## config.mk

```make
export PLATFORM = sky130hd
export DESIGN_NAME = rx_controller
export DESIGN_NICKNAME = d
export VERILOG_FILES = /design/src/rtl/uart_pkg.sv /design/src/rtl/rx_fifo.sv /design/src/rtl/rx_controller.sv
export SDC_FILE = /design/constraint.sdc
export NUM_CORES = 1
export LEC_CHECK = 0
export ABC_CLOCK_PERIOD_IN_PS = 2500
export CAP_MARGIN = 20
export CORE_AREA = 3 3 86 88
export DETAILED_ROUTE_END_ITERATION = 10
export DIE_AREA = 0 0 89 91
export DONT_BUFFER_PORTS = 1
export HOLD_SLACK_MARGIN = 0.08
export PLACE_DENSITY_LB_ADDON = 0.1
export SLEW_MARGIN = 30
export SYNTH_ARGS = -nofsm -noshare
export SYNTH_HDL_FRONTEND = slang
export SYNTH_SLANG_ARGS = --single-unit
```

## constraint.sdc

```tcl
create_clock -name clk_i -period 2.5 [get_ports clk_i]
set_input_delay 0.375 -clock clk_i [delete_from_list [all_inputs] [get_ports clk_i]]
set_output_delay 0.375 -clock clk_i [all_outputs]
set_load 0.05 [all_outputs]
```

## src/rtl/uart_pkg.sv

```systemverilog
// rtl/uart_pkg.sv - shared UART types for the receive and transmit paths
package uart_pkg;

    localparam int FRAME_W = 11;

    typedef enum logic [1:0] {
        P_NONE = 2'b00,
        P_EVEN = 2'b01,
        P_ODD  = 2'b10,
        P_RSVD = 2'b11
    } parity_t;

    typedef struct packed {
        logic       fe;
        logic       pe;
        logic [7:0] data;
    } rx_entry_t;

    typedef enum logic [1:0] {
        S_IDLE  = 2'b00,
        S_CHECK = 2'b01,
        S_PUSH  = 2'b10
    } rx_state_t;

endpackage

```

## src/rtl/rx_fifo.sv

```systemverilog
// rtl/rx_fifo.sv - synchronous FIFO of rx_entry_t with wrap-bit pointers
module rx_fifo
    import uart_pkg::*;
#(
    parameter int FIFO_DEPTH = 4,
    localparam int AW = $clog2(FIFO_DEPTH),
    localparam int CW = $clog2(FIFO_DEPTH + 1)
) (
    input  logic            clk_i,
    input  logic            rst_i,
    input  logic            wr_i,
    input  rx_entry_t       wr_data_i,
    input  logic            rd_i,
    output logic            full_o,
    output logic            empty_o,
    output logic [CW-1:0]   count_o,
    output rx_entry_t       head_o
);

    rx_entry_t       mem_q [FIFO_DEPTH];
    logic [AW:0]     wr_ptr_q, wr_ptr_d;
    logic [AW:0]     rd_ptr_q, rd_ptr_d;
    logic            do_wr, do_rd;

    // A write into a full FIFO is only accepted when a pop frees a slot in the same cycle.
    always_comb begin
        full_o   = (wr_ptr_q[AW] != rd_ptr_q[AW]) && (wr_ptr_q[AW-1:0] == rd_ptr_q[AW-1:0]);
        empty_o  = (wr_ptr_q == rd_ptr_q);
        do_rd    = rd_i && !empty_o;
        do_wr    = wr_i && (!full_o || do_rd);
        wr_ptr_d = do_wr ? wr_ptr_q + 1'b1 : wr_ptr_q;
        rd_ptr_d = do_rd ? rd_ptr_q + 1'b1 : rd_ptr_q;
        count_o  = CW'(wr_ptr_q - rd_ptr_q);
        head_o   = mem_q[rd_ptr_q[AW-1:0]];
    end

    // Pointer registers; wrap is plain modulo arithmetic on AW+1 bits.
    always_ff @(posedge clk_i) begin
        if (rst_i) begin
            wr_ptr_q <= '0;
            rd_ptr_q <= '0;
        end else begin
            wr_ptr_q <= wr_ptr_d;
            rd_ptr_q <= rd_ptr_d;
        end
    end

    // Storage array, no reset needed since empty pointers mask stale contents.
    always_ff @(posedge clk_i) begin
        if (do_wr) begin
            mem_q[wr_ptr_q[AW-1:0]] <= wr_data_i;
        end
    end

endmodule

```

## src/rtl/rx_controller.sv

```systemverilog
// rtl/rx_controller.sv - UART receive frame decode, check and buffering
module rx_controller
    import uart_pkg::*;
#(
    parameter int FIFO_DEPTH = 4,
    localparam int CW = $clog2(FIFO_DEPTH + 1)
) (
    input  logic                clk_i,
    input  logic                rst_i,
    input  logic                cr_ds_i,
    input  logic [1:0]          cr_p_i,
    input  logic                cr_s_i,
    input  logic [FRAME_W-1:0]  frame_i,
    input  logic                frame_valid_i,
    input  logic                rx_read_i,
    input  logic                ore_clear_i,
    output logic [7:0]          rx_data_o,
    output logic                rx_pe_o,
    output logic                rx_fe_o,
    output logic                rx_ne_o,
    output logic                rx_full_o,
    output logic [CW-1:0]       rx_count_o,
    output logic                rx_ore_o
);

    rx_state_t            state_q, state_d;
    logic [FRAME_W-1:0]   frame_q;
    logic                 ds_q, stop2_q;
    parity_t              par_q;
    rx_entry_t            entry_q, dec;
    logic                 capture, do_check, push;
    logic                 par_en;
    logic [3:0]           par_idx, stop_idx;
    logic                 ore_q, ore_d, ore_set;
    logic                 fifo_full, fifo_empty;
    logic [CW-1:0]        fifo_count;
    rx_entry_t            fifo_head;
    rx_entry_t            head_q;
    logic                 ne_q, full_q;
    logic [CW-1:0]        count_q;

    // FSM state register; reset abandons any frame in flight.
    always_ff @(posedge clk_i) begin
        if (rst_i) state_q <= S_IDLE;
        else       state_q <= state_d;
    end

    // FSM next state: one cycle each to decode and to push.
    always_comb begin
        state_d = state_q;
        case (state_q)
            S_IDLE:  if (frame_valid_i) state_d = S_CHECK;
            S_CHECK: state_d = S_PUSH;
            S_PUSH:  state_d = S_IDLE;
            default: state_d = S_IDLE;
        endcase
    end

    // FSM outputs: capture, check and push strobes.
    always_comb begin
        capture  = (state_q == S_IDLE) && frame_valid_i;
        do_check = (state_q == S_CHECK);
        push     = (state_q == S_PUSH);
    end

    // Frame and configuration are frozen at capture so later cr_* writes cannot corrupt this frame.
    always_ff @(posedge clk_i) begin
        if (rst_i) begin
            frame_q <= '0;
            ds_q    <= 1'b0;
            par_q   <= P_NONE;
            stop2_q <= 1'b0;
        end else if (capture) begin
            frame_q <= frame_i;
            ds_q    <= cr_ds_i;
            par_q   <= parity_t'(cr_p_i);
            stop2_q <= cr_s_i;
        end
    end

    // Decode: parity sits right after the data bits, stop bits right after parity (or data).
    always_comb begin
        par_en    = (par_q == P_EVEN) || (par_q == P_ODD);
        par_idx   = ds_q ? 4'd8 : 4'd7;
        stop_idx  = par_idx + {3'b000, par_en};
        dec.data  = {ds_q & frame_q[7], frame_q[6:0]};
        dec.pe    = par_en && ((^dec.data ^ frame_q[par_idx]) != (par_q == P_ODD));
        dec.fe    = !frame_q[stop_idx] || (stop2_q && !frame_q[stop_idx + 4'd1]);
    end

    // Check result register feeding the FIFO write in PUSH.
    always_ff @(posedge clk_i) begin
        if (rst_i)         entry_q <= '0;
        else if (do_check) entry_q <= dec;
    end

    rx_fifo #(.FIFO_DEPTH(FIFO_DEPTH)) u_fifo (
        .clk_i     (clk_i),
        .rst_i     (rst_i),
        .wr_i      (push),
        .wr_data_i (entry_q),
        .rd_i      (rx_read_i),
        .full_o    (fifo_full),
        .empty_o   (fifo_empty),
        .count_o   (fifo_count),
        .head_o    (fifo_head)
    );

    // Overrun: full push without a coincident pop, or a frame arriving while busy; set beats clear.
    always_comb begin
        ore_set = (push && fifo_full && !rx_read_i) || (frame_valid_i && (state_q != S_IDLE));
        ore_d   = ore_set ? 1'b1 : (ore_clear_i ? 1'b0 : ore_q);
    end

    // Sticky overrun register.
    always_ff @(posedge clk_i) begin
        if (rst_i) ore_q <= 1'b0;
        else       ore_q <= ore_d;
    end

    // Registered status and head; head holds its last value once the FIFO drains.
    always_ff @(posedge clk_i) begin
        if (rst_i) begin
            head_q  <= '0;
            ne_q    <= 1'b0;
            full_q  <= 1'b0;
            count_q <= '0;
        end else begin
            if (!fifo_empty) head_q <= fifo_head;
            ne_q    <= !fifo_empty;
            full_q  <= fifo_full;
            count_q <= fifo_count;
        end
    end

    assign rx_data_o  = head_q.data;
    assign rx_pe_o    = head_q.pe;
    assign rx_fe_o    = head_q.fe;
    assign rx_ne_o    = ne_q;
    assign rx_full_o  = full_q;
    assign rx_count_o = count_q;
    assign rx_ore_o   = ore_q;

endmodule

```

---- After elaboration in Yosys (flattened, before gate mapping) ----
Memories as Yosys holds them, arrays and structs flattened. A register that Yosys moved wholly into a read port is not among the register bits.
Index checks and enable logic that the tools add are counted.
cells by class
  add/sub/neg operators ................... 5
  order comparisons ....................... 3
  equality and inequality tests ........... 9
  multiplexer cells ....................... 13
  bitwise gates (word level) .............. 2
  reductions and logical operators ........ 23
operators by type and width
  cell                                                        count
  less-than comparator 4 x 5 -> 1 bit, second input constant  3
  binary-select mux 1 bit (select 4 bit)                      3
  logical AND 1 bit                                           9
  XOR reduction 8 bit                                         1
  2-to-1 mux 1 bit                                            7
  adder 3 x 1 -> 3 bit, second input constant                 2
  logical NOT 1 bit                                           6
  adder 4 x 1 -> 4 bit                                        1
  adder 4 x 1 -> 4 bit, second input constant                 1
  equality test 2 x 1 -> 1 bit, second input constant         2
  equality test 2 bit, second input constant                  2
  logical OR 1 bit                                            4
  2-to-1 mux 4 bit                                            1
  one-hot mux 2 bit (2 select lines)                          1
  nonzero test 2 bit                                          2
  equality test 3 bit                                         1
  subtractor 3 bit                                            1
  equality test 2 bit                                         1
  logical NOT 2 bit                                           1
  2-to-1 mux 2 bit                                            1
  inequality test 1 bit                                       2
  inequality test 2 bit, second input constant                1
  AND 1 bit                                                   1
  bitwise XOR 1 bit                                           1
word-level totals
  flip-flop bits (word level) ............. 39
  bits in writable memories ............... 40
  input bits .............................. 20
  output and inout bits ................... 16
  word-level logic and storage cells ...... 70
  memories kept ........................... 1
memories
  memory        depth  width  rd ports  clocked after Yosys merged registers in  write ports  line           RTL
  u_fifo.mem_q  4      10     1         1                                        1            rx_fifo.sv:20  rx_entry_t mem_q [FIFO_DEPTH];

---- Depth between registers and ports, before layout ----
Gate-level depths: netlist of run 1.
  depth in word-level cells ............... 9
  depth in mapped cells ................... 8
  gate-level depth less buffers ........... 7

---- Modules after synthesis ----
Synthesis of run 1 repeated with hierarchy kept, for this count alone.
second synthesis, totals
  cells, all modules ...................... 300
  area total of the unflattened synthesis .. 3651.0 um2
modules (own cells, without submodules)
  module         times used  cells an instance  area an instance (um2)  sequential area each (um2)
  rx_fifo        1           107                1955.6                  1361.3
  rx_controller  1           193                1695.4                  860.8

---- Worst setup path after synthesis of run 1 ----
Ideal clock, no wire load.
  path kind ............................... register to register
  start ................................... register u_fifo.rd_ptr_q[1]
  end ..................................... memory u_fifo.mem_q[2][0] (netlist name) (enable)
  setup time .............................. 0.343 ns
  arrival ................................. 1.842 ns
  data required time ...................... 2.157 ns
  setup slack ............................. 0.315 ns
  cell stages (with the launch flop) ...... 7
  buffers on the path ..................... 1
  period minus slack after synthesis ...... 2.185 ns
  cells stage by stage .................... dfxtp_1 buf_1 inv_1 ha_1 nand2_1 o31a_1 and2_1
on the way
  cells in the longest elaborated chain, start to end .. 7
  elaborated cells on any way between the ends .. 10
  those cells by class .................... eq/ne (2); mux (2); reduce/logical (6)
RTL lines
  element                                                     line                          RTL
  start, declared                                             rx_fifo.sv:22                 logic [AW:0] rd_ptr_q, rd_ptr_d;
  start signal, assigned                                      rx_fifo.sv:44                 rd_ptr_q <= rd_ptr_d;
  equality test 3 bit or equality test 2 bit (tied branches)  rx_fifo.sv:28, rx_fifo.sv:27
  logical NOT 1 bit or logical AND 1 bit (tied branches)      rx_fifo.sv:29, rx_fifo.sv:27
  logical AND 1 bit or logical NOT 1 bit (tied branches)      rx_fifo.sv:29, rx_fifo.sv:30
  logical OR 1 bit *                                          rx_fifo.sv:30                 do_wr = wr_i && (!full_o || do_rd);
  logical AND 1 bit *                                         rx_fifo.sv:30
  2-to-1 mux 1 bit *                                          rx_fifo.sv:50                 if (do_wr) begin
  2-to-1 mux 1 bit (not written as such) *                    rx_fifo.sv:51                 mem_q[wr_ptr_q[AW-1:0]] <= wr_data_i;
  end, declared                                               rx_fifo.sv:20
Every way passes the cells marked *; elsewhere a longest branch is shown, timed or not.

---- Final worst setup path of run 1 ----
  start ................................... register u_fifo.wr_ptr_q[0]
  end ..................................... memory u_fifo.mem_q[1][8] (netlist name) (enable)
on the way
  cells in the longest elaborated chain, start to end .. 7
  elaborated cells on any way between the ends .. 10
  those cells by class .................... eq/ne (2); mux (2); reduce/logical (6)
RTL lines
  element                                                     line                          RTL
  start, declared                                             rx_fifo.sv:21                 logic [AW:0] wr_ptr_q, wr_ptr_d;
  start signal, assigned                                      rx_fifo.sv:43                 wr_ptr_q <= wr_ptr_d;
  equality test 3 bit or equality test 2 bit (tied branches)  rx_fifo.sv:28, rx_fifo.sv:27
  logical NOT 1 bit or logical AND 1 bit (tied branches)      rx_fifo.sv:29, rx_fifo.sv:27
  logical AND 1 bit or logical NOT 1 bit (tied branches)      rx_fifo.sv:29, rx_fifo.sv:30
  logical OR 1 bit                                            rx_fifo.sv:30
  logical AND 1 bit                                           rx_fifo.sv:30
  2-to-1 mux 1 bit                                            rx_fifo.sv:50
  2-to-1 mux 1 bit (not written as such)                      rx_fifo.sv:51
Parallel ways exist; a longest one is shown, timed or not.

==> results.ini, run 1 <==
[run_status]
status=complete, no violations

[synthesis]
synthTopCellsByArea=edfxtp_1 (34%), dfxtp_1 (28%), nand2_1 (7.2%)
synth-main-ff-cell=dfxtp_1
yosysUniqueCellTypes=33
ys_async_sr_fraction_pct=0
syn_nets=331
synth_edf_count=40
synth_top_cell_area_share_pct=34.0
yosysSeqAreaShare_pct=61.7
yosys-top-cells-count=nand2_1 (68), dfxtp_1 (49), edfxtp_1 (40), a21oi_1 (36), nor2_1 (17)
yosysMostFrequentCell=nand2_1
syn_area_per_cell_um2=11.8
netlist_area_mm2=0.00353
yosysWarnings=0
synth_cells=299
yosys.area.top_type=edfxtp_1
ys_ff_latch=89

[worst_setup_path]
crit_buf_inv=1
r2r_slack_ns=0.35
crit_path_max_incr_delay_ns=0.49
cp_cell_sequence=inv_1 > ha_1 > nand2_1 > o31a_1 > and2_1
cp-end-kind=flop
required_ns=2.49
worstSetupPathType=reg -> reg
cp-start-kind=flop
path_max_fanout=10
worstPathArrival_ns=2.14
slowest_stage=and2_1
cpLargestDelayFamily=simple AND/OR/NAND/NOR gates

[drt]
vias=2028
first_pass_iters=4
drtIter0Drc=72
postRouteAntennaNets=0
drc=0
wl_um=6230
viasPerCell=5.23
wl_per_cell_um=16.0

[global_route]
grtUsageTotal_pct=16.6
grt.overflow.total=0
antenna_found_initial=0
grt_max_degree=27
grt_pass1_vias=2039
grt_pass1_wl_um=10200

[clocking]
cts_resized=0
insertion_delay_ns=0.35
cts_setup_buffers=0
ctsHoldBuffers=3
htreeDepth=3
cts-root-buf=clkbuf_8
numCtsBuffers=9
cts.sinks=89
path_clk_slew_ns=0.09
cts_tree=done
cts_buffer_depth=2

[floorplanning]
die_area_mm2=0.00810
start_util_pct=52.6
rows=30
io_pins=36
die_w_um=89
die-height_um=91
coreArea_mm2=0.00672

[timing]
period_share_pct=86.1
relSlewSlack_pct=59.9
holdWs_ns=0.0934
clock.fmax_ghz=0.465
setup_ws_ns=0.348
drv_slew=0
period_minus_slack_ns=2.15
worst_slew_pin_slew_ns=0.600
rsz0062_at_grt=no
hold_violations=0
skew_ns=0.00763
setup_violations=0
finalSetupTns_ns=0

[layout]
finalNonFillerCells=388
layout-drive-gt1-share_pct=10.1
fill_cells=594
synthToLayoutAreaGrowth_pct=8.85
antenna_cells=0
nets=335

[placed_design]
portBuffers=0
place_congestion=0.772
placed_cells=368
dp_hpwl_um=4160
post-place-ws_ns=0.359

[power]
power_density_mw_per_mm2=761
irDropWorstVdd_uv=323
p_leak_uw=0.00135

[job]
drv_cap=0

[min_path]
hold_path.class=in -> reg

-- sequential cells by signal, summed over array words and instances, names as in the netlist, 2 cells and up --
register         cells
entry_q             10
rx_count_o           3
state_q              2
rx_data_o            8
u_fifo.mem_q        40
frame_q             11
u_fifo.rd_ptr_q      3
u_fifo.wr_ptr_q      3
par_q                2
-- power breakdown --
| part | total, µW | switching [µW] | internal [µW] |
|---|---|---|---|
| Sequential | 1660 | 98.6 | 1560 |
| Combinational | 236 | 127 | 109 |
| Clock | 1030 | 505 | 529 |
-- layer usage --
layer	vias to the layer above	track usage (%)	wire length [µm]
li1	1041	-	-
met1	944	23.5	3000
met2	34	25.0	2940
met3	9	2.81	177
met4	0	7.44	107
met5	-	0	0
-- final cells by class --
| class | instances | area (µm²) | share of cell area (%) |
|---|---|---|---|
| Sequential cell | 89 | 2180 | 56.7 |
| Multi-Input combinational cell | 188 | 1260 | 32.8 |
| Clock buffer | 11 | 153 | 3.97 |
| Tap cell | 80 | 100 | 2.60 |
| Clock inverter | 5 | 61.3 | 1.59 |
| Timing Repair Buffer | 7 | 57.6 | 1.50 |
| Inverter | 8 | 30.0 | 0.780 |
-- final timing paths --
check,cells after the start,from,to
setup reg to reg,5,u_fifo.wr_ptr_q[0]$_SDFFE_PP0N_,u_fifo.mem_q[1][8]$_DFFE_PP_
hold / removal,1,rst_i,u_fifo.wr_ptr_q[1]$_SDFFE_PP0N_
setup / recovery,5,u_fifo.wr_ptr_q[0]$_SDFFE_PP0N_,u_fifo.mem_q[1][8]$_DFFE_PP_
hold reg to reg,2,par_q[0]$_SDFFE_PP0P_,par_q[0]$_SDFFE_PP0P_
-- worst register-to-register path, stage by stage (launching register included) --
cell	delay, ns
dfxtp_1	0.41
inv_1	0.11
ha_1	0.31
nand2_1	0.21
o31a_1	0.26
and2_1	0.49
-- per-stage QoR --
step,area (µm²),utilization (%),power [µW]
finish,3850,57.3,2930
global route,3850,57.3,3050
CTS,3840,57.2,2950
detailed placement,3600,53.6,1920
global placement,3600,53.6,1910
floorplan,3530,-,1880
-- cell families after synthesis --
family                     synth area share, %
and+or+nand+nor                           11.5
muxes                                     8.07
AOI/OAI and AO/OA                         7.43
xor gates and xnor gates                  4.32
DFF                                       61.7
adders and majority gates                 4.46
buffers and inverters                     2.51
-- layout by cell type (no fill, tap or decap), drive strengths merged, types with 2 or more instances in the layout --
cell type / netlist / final
nor2: 17 / 17
o21ai: 2 / 2
and2: 4 / 4
xnor2: 8 / 8
dlygate4sd3: 0 / 3
buf: 5 / 4
inv: 8 / 10
ha: 11 / 11
xor2: 6 / 6
nand2: 68 / 68
mux4: 10 / 10
a21oi: 36 / 36
nand3: 2 / 2
o31a: 2 / 2
edfxtp: 40 / 40
nand2b: 2 / 2
o211ai: 2 / 2
mux2i: 6 / 6
clkbuf: 9 / 11
nor2b: 2 / 2
dfxtp: 49 / 49
Power figures use the tool's default switching activity.
==> inputs of run 2 (changes only) <==
Settings changed: CELL_PAD_IN_SITES_DETAIL_PLACEMENT set to 1, CELL_PAD_IN_SITES_GLOBAL_PLACEMENT set to 1, CORE_AREA 3 3 86 88 to 3 3 89 91, DIE_AREA 0 0 89 91 to 0 0 92 94.
==> run 2 against run 1 <==
Effect of this change: largest cell class unchanged; via count increased by 3.5%; highest routed layer unchanged; sequential share of layout area is 0.78 points lower; setup slack worse by 0.063 ns; sequential power barely moved; critical endpoint is now u_fifo.mem_q[1][0]$_DFFE_PP_; routed wire length up 11%; combinational power up 5%.
==> results.ini, run 2 (synthesis results as in run 1) <==
[worst_setup_path]
cpLargestDelayFamily=simple AND/OR/NAND/NOR gates  ; unchanged
crit_buf_inv=1  ; unchanged
cp-end-kind=flop  ; unchanged
cp_cell_sequence=inv_1 > ha_1 > nand2_1 > o31a_1 > and2_1  ; unchanged
r2r_start=u_fifo.wr_ptr_q[0]$_SDFFE_PP0N_  ; unchanged
path_max_fanout=10  ; unchanged
worstSetupPathType=reg -> reg  ; unchanged
worstPathArrival_ns=2.21  ; was 2.14 ns
r2r_cells=5  ; unchanged
slowest_stage=and2_1  ; unchanged
cp-startpoint=u_fifo.wr_ptr_q[0]$_SDFFE_PP0N_  ; unchanged
reg2reg_to=u_fifo.mem_q[1][0]$_DFFE_PP_  ; was u_fifo.mem_q[1][8]$_DFFE_PP_
r2r_slack_ns=0.29  ; was 0.35 ns
required_ns=2.49  ; about the same
cp-start-kind=flop  ; unchanged
crit_path_max_incr_delay_ns=0.49  ; about the same

[power]
p_leak_uw=0.00137  ; was 0.00135 µW
switching_share_pct=25.1  ; was 25.0%
internal_power_uw=2240  ; was 2200 µW
clockPowerShare_pct=36.4  ; was 35.3%
p_total_uw=3000  ; was 2930 µW
power_density_mw_per_mm2=768  ; was 761 mW/mm²
power_frac_seq_pct=55.3  ; was 56.6%
comb_power_share_pct=8.3  ; was 8.1%
p_switching_uw=752  ; was 731 µW
irDropWorstVdd_uv=356  ; was 323 µV

[global_route]
grtUsageTotal_pct=17.3  ; was 16.6%
antenna_found_initial=0  ; unchanged
grt_pass1_vias=2248  ; was 2,039
grt.overflow.total=0  ; unchanged
grt_pass1_wl_um=11300  ; was 10,200 µm
grt_max_degree=26  ; was 27

[drt]
first_pass_iters=4  ; unchanged
postRouteAntennaNets=0  ; unchanged
wl_per_cell_um=17.0  ; was 16.0 µm
wl_um=6930  ; was 6230 µm
viasPerCell=5.13  ; was 5.23
drtIter0Drc=116  ; was 72
vias=2099  ; was 2,028
drc=0  ; unchanged

[clocking]
cts_setup_buffers=0  ; unchanged
insertion_delay_ns=0.35  ; about the same
htreeDepth=3  ; unchanged
numCtsBuffers=9  ; unchanged
cts_buffer_depth=2  ; unchanged
ctsHoldBuffers=5  ; was 3
cts-root-buf=clkbuf_8  ; unchanged
cts_tree=done  ; unchanged
cts.sinks=89  ; unchanged
cts_resized=0  ; unchanged
path_clk_slew_ns=0.09  ; about the same

[timing]
finalSetupTns_ns=0  ; unchanged
relSlewSlack_pct=59.7  ; was 59.9%
clock.fmax_ghz=0.452  ; was 0.465 GHz
skew_ns=0.00744  ; was 0.00763 ns
setup_ws_ns=0.286  ; was 0.348 ns
worst_slew_pin_slew_ns=0.603  ; was 0.600 ns
rsz0062_at_grt=no  ; unchanged
setup_violations=0  ; unchanged
period_share_pct=88.6  ; was 86.1%
drv_slew=0  ; unchanged
hold_violations=0  ; unchanged
period_minus_slack_ns=2.21  ; was 2.15 ns

[floorplanning]
io_pins=36  ; unchanged
coreArea_mm2=0.00721  ; was 0.00672 mm²
die-height_um=94  ; was 91 µm
start_util_pct=49.0  ; was 52.6%
die_w_um=92  ; was 89 µm
rows=31  ; was 30
die_area_mm2=0.00865  ; was 0.00810 mm²

[job]
drv_cap=0  ; unchanged

[min_path]
hold_end=entry_q[1]$_SDFFE_PP0N_  ; was u_fifo.wr_ptr_q[1]$_SDFFE_PP0N_
hp-start=rst_i  ; unchanged
hold_path.class=in -> reg  ; unchanged
min_path_cells=1  ; unchanged

[layout]
antenna_cells=0  ; unchanged
mostFrequentLayoutCell=nand2_1  ; unchanged
final_util_pct=54.1  ; was 57.3%
synthToLayoutAreaGrowth_pct=10.4  ; was 8.85%
layout-drive-gt1-share_pct=10.3  ; was 10.1%
final_cell_mix=nand2_1 (68), dfxtp_1 (49), edfxtp_1 (40)  ; unchanged
nets=337  ; was 335
finalNonFillerCells=409  ; was 388
largest_reg_flops=40  ; unchanged

[placed_design]
placed_cells=387  ; was 368
place_congestion=0.727  ; was 0.772
dp_hpwl_um=4520  ; was 4160 µm
portBuffers=0  ; unchanged
post-place-ws_ns=0.338  ; was 0.359 ns

[run_status]
status=complete, no violations  ; unchanged

## run 2: cell type report
cell class | count | area, µm²
sequential | 89 | 2180
inverter | 8 | 30.0
fill | 774 | 3310
clock inverter | 7 | 100
timing repair buffer | 9 | 77.6
tap | 99 | 124
multi-input combinational | 188 | 1260
clock buffer | 9 | 124
## run 2: power by group through the flow
stage	registers [µW]	logic, µW	clock network [µW]
final	1660	248	1090
after floorplan	1680	199	0
after detailed placement	1690	232	0
after global routing	1670	282	1180
after CTS	1660	253	1120
after global placement	1690	225	0
## run 2: how the worst max path moves through the flow
stage	endpoint	slack (ns)	cells after the start
after detailed placement	u_fifo.mem_q[1][2]$_DFFE_PP_	0.34	5
after floorplan	u_fifo.mem_q[2][0]$_DFFE_PP_	0.31	6
after CTS	u_fifo.mem_q[1][0]$_DFFE_PP_	0.32	5
final	u_fifo.mem_q[1][0]$_DFFE_PP_	0.29	5
after global placement	u_fifo.mem_q[1][3]$_DFFE_PP_	0.43	5
after global routing	u_fifo.mem_q[1][0]$_DFFE_PP_	0.18	5
## run 2: stage by stage
stage	hold slack, ns	instance area, µm²
after detailed placement	0.450	3620
after floorplan	0.436	3530
after global placement	0.440	3620
after CTS	0.0806	3900
after global routing	0.0797	3900
final	0.103	3900
## run 2: per-layer routing
layer  vias to the layer above  global-route usage, %  routed length [µm]  part of all wire [%]
met3                        11                   2.80                 205                   3.0
met4                         0                   7.80                 124                   1.8
met1                      1007                   23.3                3390                    49
met2                        37                   27.8                3210                    46
met5                         -                      0                   0                     0
li1                       1044                      -                   -                     -
==> variant (config.mk and constraints of run 2) <==
Change the package constant `FRAME_W` from 11 to 13.
--- a/src/rtl/uart_pkg.sv
+++ b/src/rtl/uart_pkg.sv
@@ -2,5 +2,5 @@
 package uart_pkg;
 
-    localparam int FRAME_W = 11;
+    localparam int FRAME_W = 13;
 
     typedef enum logic [1:0] {
Interface: changed (resized frame_i); port bits go from 36 to 38. No check against the original RTL was run, so the function may have changed too.
==> variant against run 2 <==
  * Setup slack improved by 0.11 ns
  * Final area up 0.39%
  * Routed wire length shrank 4.0%
  * Largest power group unchanged
  * Critical path depth is the same
  * Power increased by 0.96%
  * Combinational power rose by 12%
  * Area after synthesis increased by 1.5%
  * Largest cell class unchanged
  * Sequential cell count increased by 2
  * Critical path type unchanged
==> variant: results (changes against run 2) <==
[critical_path]
cp-endpoint = u_fifo.mem_q[3][9]$_DFFE_PP_  ; was u_fifo.mem_q[1][0]$_DFFE_PP_
crit_fanout = 11  ; was 10
critPathArrivalTime_ns = 2.10  ; was 2.21 ns

[logic_synthesis]
synth_xor_area_share_pct = 4.50  ; was 4.32%
yosysTopAreaCellShare_pct = 33.5  ; was 34.0%
synth.area.mux_share_pct = 8.20  ; was 8.07%
seq_area_frac_synth_pct = 61.9  ; was 61.7%
synth_fa_ha_area_share_pct = 4.39  ; was 4.46%
synth.distinct_cells = 28  ; was 33
ys_top_cells_by_area = edfxtp_1, dfxtp_1, nand2_1  ; unchanged
yosys-top-cells-count = nand2_1, dfxtp_1, a21oi_1  ; was nand2_1, dfxtp_1, edfxtp_1
synth-compound-area-share_pct = 6.38  ; was 7.43%

[route]
drt_iter0_drc = 88  ; was 116

[global_route]
gr-usage-met3_pct = 4.81  ; was 2.80%
grt_pass1_wl_um = 10900  ; was 11,300 um
gr-usage-met2_pct = 26.8  ; was 27.8%
first_global_vias = 2144  ; was 2,248

[status]
status = finished clean  ; unchanged

[cells_and_area]
final_layout_size_suffix_gt1_share_pct = 10.5  ; was 10.3%
nets = 343  ; was 337
areaGrowthSynthToFinish_pct = 9.17  ; was 10.4%
fin_cells = 413  ; was 409

[placement]
placed_cells = 395  ; was 387
place_ws_ns = 0.400  ; was 0.338 ns

[min_path]
whs_endpoint = frame_q[3]$_SDFFE_PP0P_  ; was entry_q[1]$_SDFFE_PP0N_
hold_start = frame_i[3]  ; was rst_i

[power_and_ir_drop]
p_leak_nw = 1.36  ; was 1.37 nW

[sta]
layout_min_cycle_time_ns = 2.10  ; was 2.21 ns

==> variant: area by class of cell <==
| class | instances | area, um^2 |
|---|---|---|
| fillers | 785 | 3300 |
| well taps | 99 | 124 |
| inverters | 7 | 26.3 |
| repair buffers | 5 | 52.6 |
| flip-flops and latches | 91 | 2220 |
| multi-input cells | 195 | 1280 |
| clock inverters | 6 | 68.8 |
| clock buffers | 10 | 138 |
==> variant: power groups by stage <==
stage	Clock, mW	Sequential [mW]	Combinational [mW]
after floorplan	0	1.74	0.227
after global placement	0	1.75	0.255
after detailed placement	0	1.76	0.265
after CTS	1.07	1.72	0.284
after global routing	1.13	1.73	0.313
final	1.03	1.72	0.278
==> variant: worst max-delay path: cells and delay by family, from the launching register on <==
kind	cells	cell delay [ns]
compound gates	1	0.27
fa+ha+maj	1	0.34
buf+inv	1	0.10
flops	1	0.40
simple gates	2	0.62
==> variant: what timing repair did <==
action	CTS	global route
hold buffers	2	0
endpoints found under the hold margin	50	0
gates resized for setup	0	0
